--- config.mk ---
export PLATFORM = sky130hd
export DESIGN_NAME = clock_divider_multi_flat
export DESIGN_NICKNAME = d
export VERILOG_FILES = /design/src/rtl/clkdiv_pkg.sv /design/src/rtl/clock_divider_multi_if.sv /design/src/rtl/clkdiv_channel.sv /design/src/rtl/clock_divider_multi.sv /design/src/flat_wrapper.sv
export SDC_FILE = /design/constraint.sdc
export NUM_CORES = 1
export LEC_CHECK = 0
export ABC_AREA = 1
export BUFFER_PORTS_ARGS = -buffer_cell sky130_fd_sc_hd__buf_2
export CAP_MARGIN = 5
export CORE_MARGIN = 5
export CORE_UTILIZATION = 45
export CTS_BUF_LIST = sky130_fd_sc_hd__clkbuf_16
export CTS_CLUSTER_SIZE = 30
export DETAILED_ROUTE_END_ITERATION = 10
export PLACE_DENSITY = 0.61
export SKIP_CTS_REPAIR_TIMING = 1
export SLEW_MARGIN = 10
export SYNTH_ARGS = -nofsm -noshare
export SYNTH_HDL_FRONTEND = slang
export SYNTH_SLANG_ARGS = --single-unit
--- constraint.sdc ---
create_clock -name clk_in -period 8.8 [get_ports clk_in]
set_input_delay 0.44 -clock clk_in [delete_from_list [all_inputs] [get_ports clk_in]]
set_output_delay 0.44 -clock clk_in [all_outputs]
set_load 0.05 [all_outputs]
--- src/rtl/clkdiv_pkg.sv ---
// Shared constants, types and helpers for the multi-channel clock divider.
package clkdiv_pkg;

  localparam int          CNT_W       = 26;
  localparam int unsigned DEFAULT_LIM = 249_999;

  typedef logic [CNT_W-1:0] lim_t;

  // Half-period limit that turns clk_hz into a square wave at out_hz.
  function automatic int unsigned lim_for_hz(input int unsigned clk_hz,
                                             input int unsigned out_hz);
    return clk_hz / (2 * out_hz) - 1;
  endfunction

endpackage

--- src/rtl/clock_divider_multi_if.sv ---
// Configuration bus for clock_divider_multi: limit write strobe and error pulse.
interface clock_divider_multi_if #(
  parameter int CNT_W = clkdiv_pkg::CNT_W
);
  logic             cfg_we;
  logic [3:0]       cfg_ch;
  logic [CNT_W-1:0] cfg_lim;
  logic             cfg_err;

  modport master (output cfg_we, output cfg_ch, output cfg_lim, input  cfg_err);
  modport slave  (input  cfg_we, input  cfg_ch, input  cfg_lim, output cfg_err);
endinterface

--- src/rtl/clkdiv_channel.sv ---
// One divider channel: counter, active/shadow limit, divided clock and tick.
module clkdiv_channel #(
  parameter int          CNT_W       = clkdiv_pkg::CNT_W,
  parameter int unsigned DEFAULT_LIM = clkdiv_pkg::DEFAULT_LIM
) (
  input  logic             clk_in,
  input  logic             reset,
  input  logic             en,
  input  logic             sync,
  input  logic             wr,
  input  logic [CNT_W-1:0] wr_lim,
  output logic             clk_out,
  output logic             tick
);

  logic [CNT_W-1:0] cnt;
  logic [CNT_W-1:0] lim;
  logic [CNT_W-1:0] shd;

  // lim only ever reloads from the old shd (wrap or sync), so a write in the
  // same cycle lands one reload later and no half-period is cut short.
  always_ff @(posedge clk_in or posedge reset) begin
    if (reset) begin
      cnt     <= '0;
      lim     <= CNT_W'(DEFAULT_LIM);
      shd     <= CNT_W'(DEFAULT_LIM);
      clk_out <= 1'b0;
      tick    <= 1'b0;
    end else begin
      tick <= 1'b0;
      if (wr) shd <= wr_lim;
      if (sync) begin
        cnt     <= '0;
        clk_out <= 1'b0;
        lim     <= shd;
      end else if (!en) begin
        cnt     <= '0;
        clk_out <= 1'b0;
      end else if (cnt == lim) begin
        cnt     <= '0;
        clk_out <= ~clk_out;
        tick    <= ~clk_out;
        lim     <= shd;
      end else begin
        cnt <= cnt + CNT_W'(1);
      end
    end
  end

endmodule

--- src/rtl/clock_divider_multi.sv ---
// Multi-channel programmable clock divider: config decode, error pulse, channels.
module clock_divider_multi #(
  parameter int          NCH         = 4,
  parameter int          CNT_W       = clkdiv_pkg::CNT_W,
  parameter int unsigned DEFAULT_LIM = clkdiv_pkg::DEFAULT_LIM
) (
  input  logic                   clk_in,
  input  logic                   reset,
  input  logic [NCH-1:0]         en,
  input  logic                   sync,
  clock_divider_multi_if.slave   cfg,
  output logic [NCH-1:0]         clk_out,
  output logic [NCH-1:0]         tick
);

  if (NCH < 1 || NCH > 16) begin : g_bad_nch
    $error("clock_divider_multi: NCH must be in 1..16");
  end
  if ((DEFAULT_LIM >> CNT_W) != 0) begin : g_bad_lim
    $error("clock_divider_multi: DEFAULT_LIM does not fit in CNT_W bits");
  end

  logic [NCH-1:0] wr_vec;

  always_ff @(posedge clk_in or posedge reset) begin
    if (reset) cfg.cfg_err <= 1'b0;
    else       cfg.cfg_err <= cfg.cfg_we && (int'(cfg.cfg_ch) >= NCH);
  end

  for (genvar c = 0; c < NCH; c++) begin : g_ch
    assign wr_vec[c] = cfg.cfg_we && (cfg.cfg_ch == 4'(c));

    clkdiv_channel #(
      .CNT_W       (CNT_W),
      .DEFAULT_LIM (DEFAULT_LIM)
    ) u_ch (
      .clk_in  (clk_in),
      .reset   (reset),
      .en      (en[c]),
      .sync    (sync),
      .wr      (wr_vec[c]),
      .wr_lim  (cfg.cfg_lim),
      .clk_out (clk_out[c]),
      .tick    (tick[c])
    );
  end

endmodule

--- src/flat_wrapper.sv ---
// flat-port wrapper written by rule: the top's interface ports become plain ports
module clock_divider_multi_flat 
#(
  parameter int          NCH         = 4,
  parameter int          CNT_W       = clkdiv_pkg::CNT_W,
  parameter int unsigned DEFAULT_LIM = clkdiv_pkg::DEFAULT_LIM
)
  (clk_in, reset, en, sync, clk_out, tick, cfg_cfg_we, cfg_cfg_ch, cfg_cfg_lim, cfg_cfg_err);
  clock_divider_multi_if #(.CNT_W(CNT_W)) cfg_i ();
  input  logic clk_in;
  input  logic reset;
  input  logic [NCH-1:0] en;
  input  logic sync;
  output logic [NCH-1:0] clk_out;
  output logic [NCH-1:0] tick;
  input wire logic [$bits(cfg_i.cfg_we)-1:0] cfg_cfg_we;
  input wire logic [$bits(cfg_i.cfg_ch)-1:0] cfg_cfg_ch;
  input wire logic [$bits(cfg_i.cfg_lim)-1:0] cfg_cfg_lim;
  output wire logic [$bits(cfg_i.cfg_err)-1:0] cfg_cfg_err;
  assign cfg_i.cfg_we = cfg_cfg_we;
  assign cfg_i.cfg_ch = cfg_cfg_ch;
  assign cfg_i.cfg_lim = cfg_cfg_lim;
  assign cfg_cfg_err = cfg_i.cfg_err;
  clock_divider_multi #(.NCH(NCH), .CNT_W(CNT_W), .DEFAULT_LIM(DEFAULT_LIM)) u_core (.clk_in(clk_in), .reset(reset), .en(en), .sync(sync), .cfg(cfg_i), .clk_out(clk_out), .tick(tick));
endmodule
**Word level (Yosys, flattened, before mapping)**

Index checks and enable logic that the tools add are counted.

- Flip-flop bits (word level): 321
- Bits in latches: 0
- Bits in writable memories: 0
- ROM bits: 0
- Output and inout bits: 9
- Word-level logic and storage cells: 107
- Memories: 0

- Add/subtract/negate cells: 4
- Multiply operators: 0
- Div/mod/pow operators: 0
- Order comparisons: 1
- Equality and inequality tests: 11
- Shift operators: 0
- Muxes and demuxes: 48
- Bitwise gates (word level): 4
- Reduce and logical (&&, ||, !) cells: 18

Operator list:

| cell | number |
|---|---|
| 26-bit 2-to-1 mux | 24 |
| 26-bit by 1-bit adder with 26-bit output, second input constant | 4 |
| 26-bit == test | 4 |
| 1-bit 2-to-1 mux | 24 |
| 2-bit nonzero test | 8 |
| 3-bit by 1-bit inequality test with 1-bit output, second input constant | 4 |
| 4-bit by 2-bit == test with 1-bit output, second input constant | 2 |
| 2-bit AND reduction | 4 |
| 1-bit logical AND | 5 |
| 4-bit by 1-bit == test with 1-bit output, second input constant | 1 |
| 4-bit by 3-bit >= comparator with 1-bit output, second input constant | 1 |
| 4-bit logical NOT | 1 |
| 1-bit inverter | 4 |

**Depth between registers and ports, before layout**

- Word-level depth: 4
- Depth in mapped cells: 12

**Hierarchy**

From an unflattened synthesis, not the netlist that was laid out.

- Cells, all modules: 2031
- Area total of the unflattened synthesis: 16756.1 um^2

Modules (own cells, without submodules):

| module | times used | cells an instance | area an instance (um^2) |
|---|---|---|---|
| clkdiv_channel | 4 | 504 | 4169.0 |
| clock_divider_multi | 1 | 15 | 80.1 |

**Worst setup path after synthesis**

Ideal clock, no wire load.

- Path kind: register to register
- Start point: register u_core.g_ch[3].u_ch.lim[15]
- End point: register u_core.g_ch[3].u_ch.cnt[15]
- Setup time: 128 ps
- Data arrival time: 1467 ps
- Path slack: 7204 ps
- Cell stages (with the launch flop): 11
- Buffers on the path: 1
- Clock period less this slack: 1596 ps
- Cells stage by stage: dfstp_2 inv_1 nand2_1 nand2_1 nor2_1 nand2_1 nor2_2 nand3_4 nand2_1 buf_4 nor3_1

- Longest elaborated chain between the ends: 4

RTL lines:

| what | line | source |
|---|---|---|
| from (decl) | clkdiv_channel.sv:17 | `logic [CNT_W-1:0] lim;` |
| from (signal assigned) | clkdiv_channel.sv:25 | `lim <= CNT_W'(DEFAULT_LIM);` |
| 26-bit == test | clkdiv_channel.sv:39 | `end else if (cnt == lim) begin` |
| 26-bit 2-to-1 mux | clkdiv_channel.sv:39 |  |
| 26-bit 2-to-1 mux | clkdiv_channel.sv:36 | `end else if (!en) begin` |
| 26-bit 2-to-1 mux | clkdiv_channel.sv:32 | `if (sync) begin` |
| to (signal assigned) | clkdiv_channel.sv:45 | `cnt <= cnt + CNT_W'(1);` |
| to (decl) | clkdiv_channel.sv:16 | `logic [CNT_W-1:0] cnt;` |

No other way between the ends.
A chain may end at the register's enable or synchronous reset.

**Final worst setup path**

- Start point: input port sync
- End point: register u_core.g_ch[1].u_ch.lim[10]

- Longest elaborated chain between the ends: 2
- Elaborated cells on any way between the ends: 4

RTL lines:

| what | line | source |
|---|---|---|
| from (decl) | flat_wrapper.sv:13 | `input logic sync;` |
| 2-bit nonzero test (no line) | - |  |
| 2-bit AND reduction (no line) | - |  |
| to (signal assigned) | clkdiv_channel.sv:25 |  |
| to (decl) | clkdiv_channel.sv:17 |  |

Several ways; a longest one is shown, not always the timed one.

==> impl_results.md <==
- Status: complete, no violations
- Fin. Hold Viols: 0
- Total gr overflow: 0
- Final wirelength: 41,100 um
- Worst Setup End Kind: flip-flop
- CP top delay family: buffers and inverters
- Critical path startpoint category: input pin
- Max Root-Sink Buffers: 3
- Critical path launch point: sync
- Die H: 200 um
- R2R Path End: u_core.g_ch[2].u_ch.cnt[15]
- Crit Path Max Fanout: 58
- Worst min path class: input pin to asynchronous set/reset pin
- Slowest library cell on the worst path: nand2_1
- Netlist area before placement: 16,300 um^2
- Number of flops mapped to enable cells by yosys: 0
- Syn Nets: 2,167
- DRT iter0 DRCs: 884
- Yosys reg bits: 321
- Worst Max-Slew Pin Slew: 992 ps
- DRC viols: 0
- Max-capacitance violation count: 0
- Die W: 200 um
- Top FF cell, synth: dfrtp_1
- Vias per std cell: 5.13
- Critical path endpoint: u_core.g_ch[1].u_ch.lim[10]
- Asr flop ratio synth: 1.00
- Peak supply drop: 0.137 mV
- Arrival time at the worst endpoint: 2910 ps
- I/O pin total: 47
- Core ar.: 35,700 um^2
- CTS clk-pin slew, worst paths: 60 ps
- Slowest stage delay, CP: 700 ps
- Worst r2r src: u_core.g_ch[2].u_ch.lim[15]
- First-pass GRT wire length: 68,300 um
- FF-to-FF path depth: 9
- Bufs and invs on worst path: 3
- Clock Latency Late Sink: 520 ps
- Global Route Usage Sum: 0.204
- Drt pass-1 iters: 5
- CP Cell Sequence: buf_2 -> clkinv_2 -> buf_4 -> nand2_1 -> nand3_1 -> nand2_1
- Leak pwr: 8.70 nW
- Final setup fails: 0
- Vias post-DR: 13,500
- WS Path Type: input pin to flip-flop
- Crit path depth: 6
- Row Count: 69
- Pins over their slew limit: 0
- Area Overhead vs Synth: 10.0%
- Fmax: 397 MHz
- Die ar.: 40,200 um^2
- Syn_area_per_cell: 7.68 um^2
- Most common cell on crit path: nand2_1
- CTS buffer count: 38
- Clk_skew: 14.3 ps
- RD Place Congestion: 0.875
- RSZ-0062 raised after global routing: false
- Required time of the critical path: 9200 ps
- Layout cells sized above 1: 0.115
- Vias in the first global route: 13,100
- PortBufs: 46
- Final period util: 0.286
- Post-layout min period: 2520 ps
- Synth warn: 0
- Synth unique cells: 33
- Final nets: 2,189
- H-tree depth: 2
- Largest net degree at the start of global routing: 76
- TritonCTS clock tree: built
- Num Clock Sinks: 321
- CTS root buf: clkbuf_16
- Seq/Total Area, Yosys: 0.499
- Power density cells: 211 nW/um^2
- Register-to-Register Setup Slack: 6480 ps
- Core Util, Final: 0.503
- Antenna violation net count after detailed routing: 0
- Slew headroom: 0.337
- Initial antenna violation count: 0
- Post-Synthesis Cells: 2,125
- Post-DP HPWL: 28,600 um
- Starting Density: 0.458
- Total negative slack: 0 ps
- Wire length per cell: 15.6 um
## synthesized netlist by cell type (3+ instances only)
cell type / number / area (um^2)
nand2_1: 614 / 2300
nand3_1: 274 / 1370
nor2_1: 260 / 976
dfrtp_1: 241 / 6030
inv_1: 225 / 845
o21ai_0: 114 / 571
dfstp_2: 80 / 2100
xor2_1: 59 / 517
nor3_1: 54 / 270
inv_2: 30 / 113
clkbuf_1: 27 / 101
nand4_1: 20 / 125
buf_4: 19 / 143
xnor2_1: 16 / 140
buf_2: 13 / 65.1
nor2_2: 13 / 81.3
a21oi_1: 12 / 60.1
buf_1: 10 / 37.5
buf_6: 6 / 67.6
nand3_2: 6 / 60.1
nor2_4: 6 / 67.6
ha_1: 4 / 50.1
nor4_1: 4 / 25.0
nand2_4: 3 / 33.8
nand3_4: 3 / 52.6
## sequential cells by signal (all words and copies together), names as in the netlist
register / cells
u_core.cfg.cfg_err: 1
u_core.g_ch.u_ch.clk_out: 4
u_core.g_ch.u_ch.cnt: 104
u_core.g_ch.u_ch.lim: 104
u_core.g_ch.u_ch.shd: 104
u_core.g_ch.u_ch.tick: 4
## layout make-up
type                       instances  area, um^2
timing repair buffer              59         328
fill                            3518       17700
tap                              461         577
clock buffer                      41        1030
antenna                            2        5.00
sequential                       321        8130
multi-input combinational       1471        6800
clock inverter                    29         115
inverter                         256         966
## layout by cell type, fill, tap and decap left out, types with 4 or more instances in the layout
| master | n |
|---|---|
| nand3_1 | 274 |
| nor2_4 | 6 |
| a21oi_1 | 12 |
| dfstp_2 | 80 |
| ha_1 | 4 |
| nand3_2 | 6 |
| dfrtp_1 | 241 |
| nor2_1 | 260 |
| o21ai_0 | 114 |
| inv_2 | 30 |
| nor3_1 | 54 |
| nand2_1 | 614 |
| inv_1 | 237 |
| nand4_1 | 20 |
| buf_4 | 13 |
| xnor2_1 | 16 |
| nor2_2 | 13 |
| xor2_1 | 59 |
| buf_2 | 46 |
| clkbuf_16 | 41 |
| clkinv_1 | 13 |
| nor4_1 | 4 |
## per-layer routing
metal	GRT usage	vias to the layer above	routed length (um)
li1	-	6710	-
met3	0.0307	57	2280
met2	0.334	275	19400
met4	0.0497	0	872
met1	0.288	6491	18600
met5	0	-	0
## metrics by stage
stage | setup WS (ps) | power [mW] | cell area, um^2 | hold WS [ps] | cells
floorplan | 4140 | 2.22 | 16300 | 454 | 2125
CTS | 6330 | 3.84 | 17900 | 150 | 2638
finish | 6280 | 3.79 | 17900 | 141 | 2640
global route | 6050 | 3.99 | 17900 | 189 | 2638
global placement | 5840 | 2.36 | 16800 | 468 | 2568
detailed placement | 5790 | 2.38 | 16800 | 471 | 2568
## worst reg2reg max path: cells and delay by family (launching register included)
family | cells | cell delay [ps]
buffers and inverters | 1 | 50
flip-flops | 1 | 560
AND/OR/NAND/NOR | 8 | 1560
## worst min path at each step
stage | from | end | cells after the start
5_1_grt | reset | u_core.g_ch[2].u_ch.shd[11] | 3
6_report | reset | u_core.g_ch[3].u_ch.shd[8] | 3
3_5_place_dp | u_core.g_ch[2].u_ch.shd[3] | u_core.g_ch[2].u_ch.lim[3] | 2
3_3_place_gp | u_core.g_ch[0].u_ch.shd[10] | u_core.g_ch[0].u_ch.shd[10] | 2
4_1_cts | reset | u_core.g_ch[3].u_ch.shd[8] | 3
2_1_floorplan | u_core.g_ch[0].u_ch.shd[10] | u_core.g_ch[0].u_ch.shd[10] | 2
## cells by family after synthesis
| logic type | Yosys count | share of synthesized area |
|---|---|---|
| AO/OA/AOI/OAI | 129 | 0.0400 |
| XOR/XNOR | 75 | 0.0403 |
| adder cells (fa/ha/maj) | 4 | 0.00307 |
| buffers and inverters | 333 | 0.0849 |
| flip-flops | 321 | 0.499 |
| AND/OR/NAND/NOR | 1263 | 0.333 |
## where the power goes
part           switching (mW)  internal (mW)  leakage, nW
clock                   0.612          0.832        0.607
sequential              0.146           1.71         4.07
combinational           0.313          0.181         4.03
Note: power is estimated with default switching activity, not from simulation.
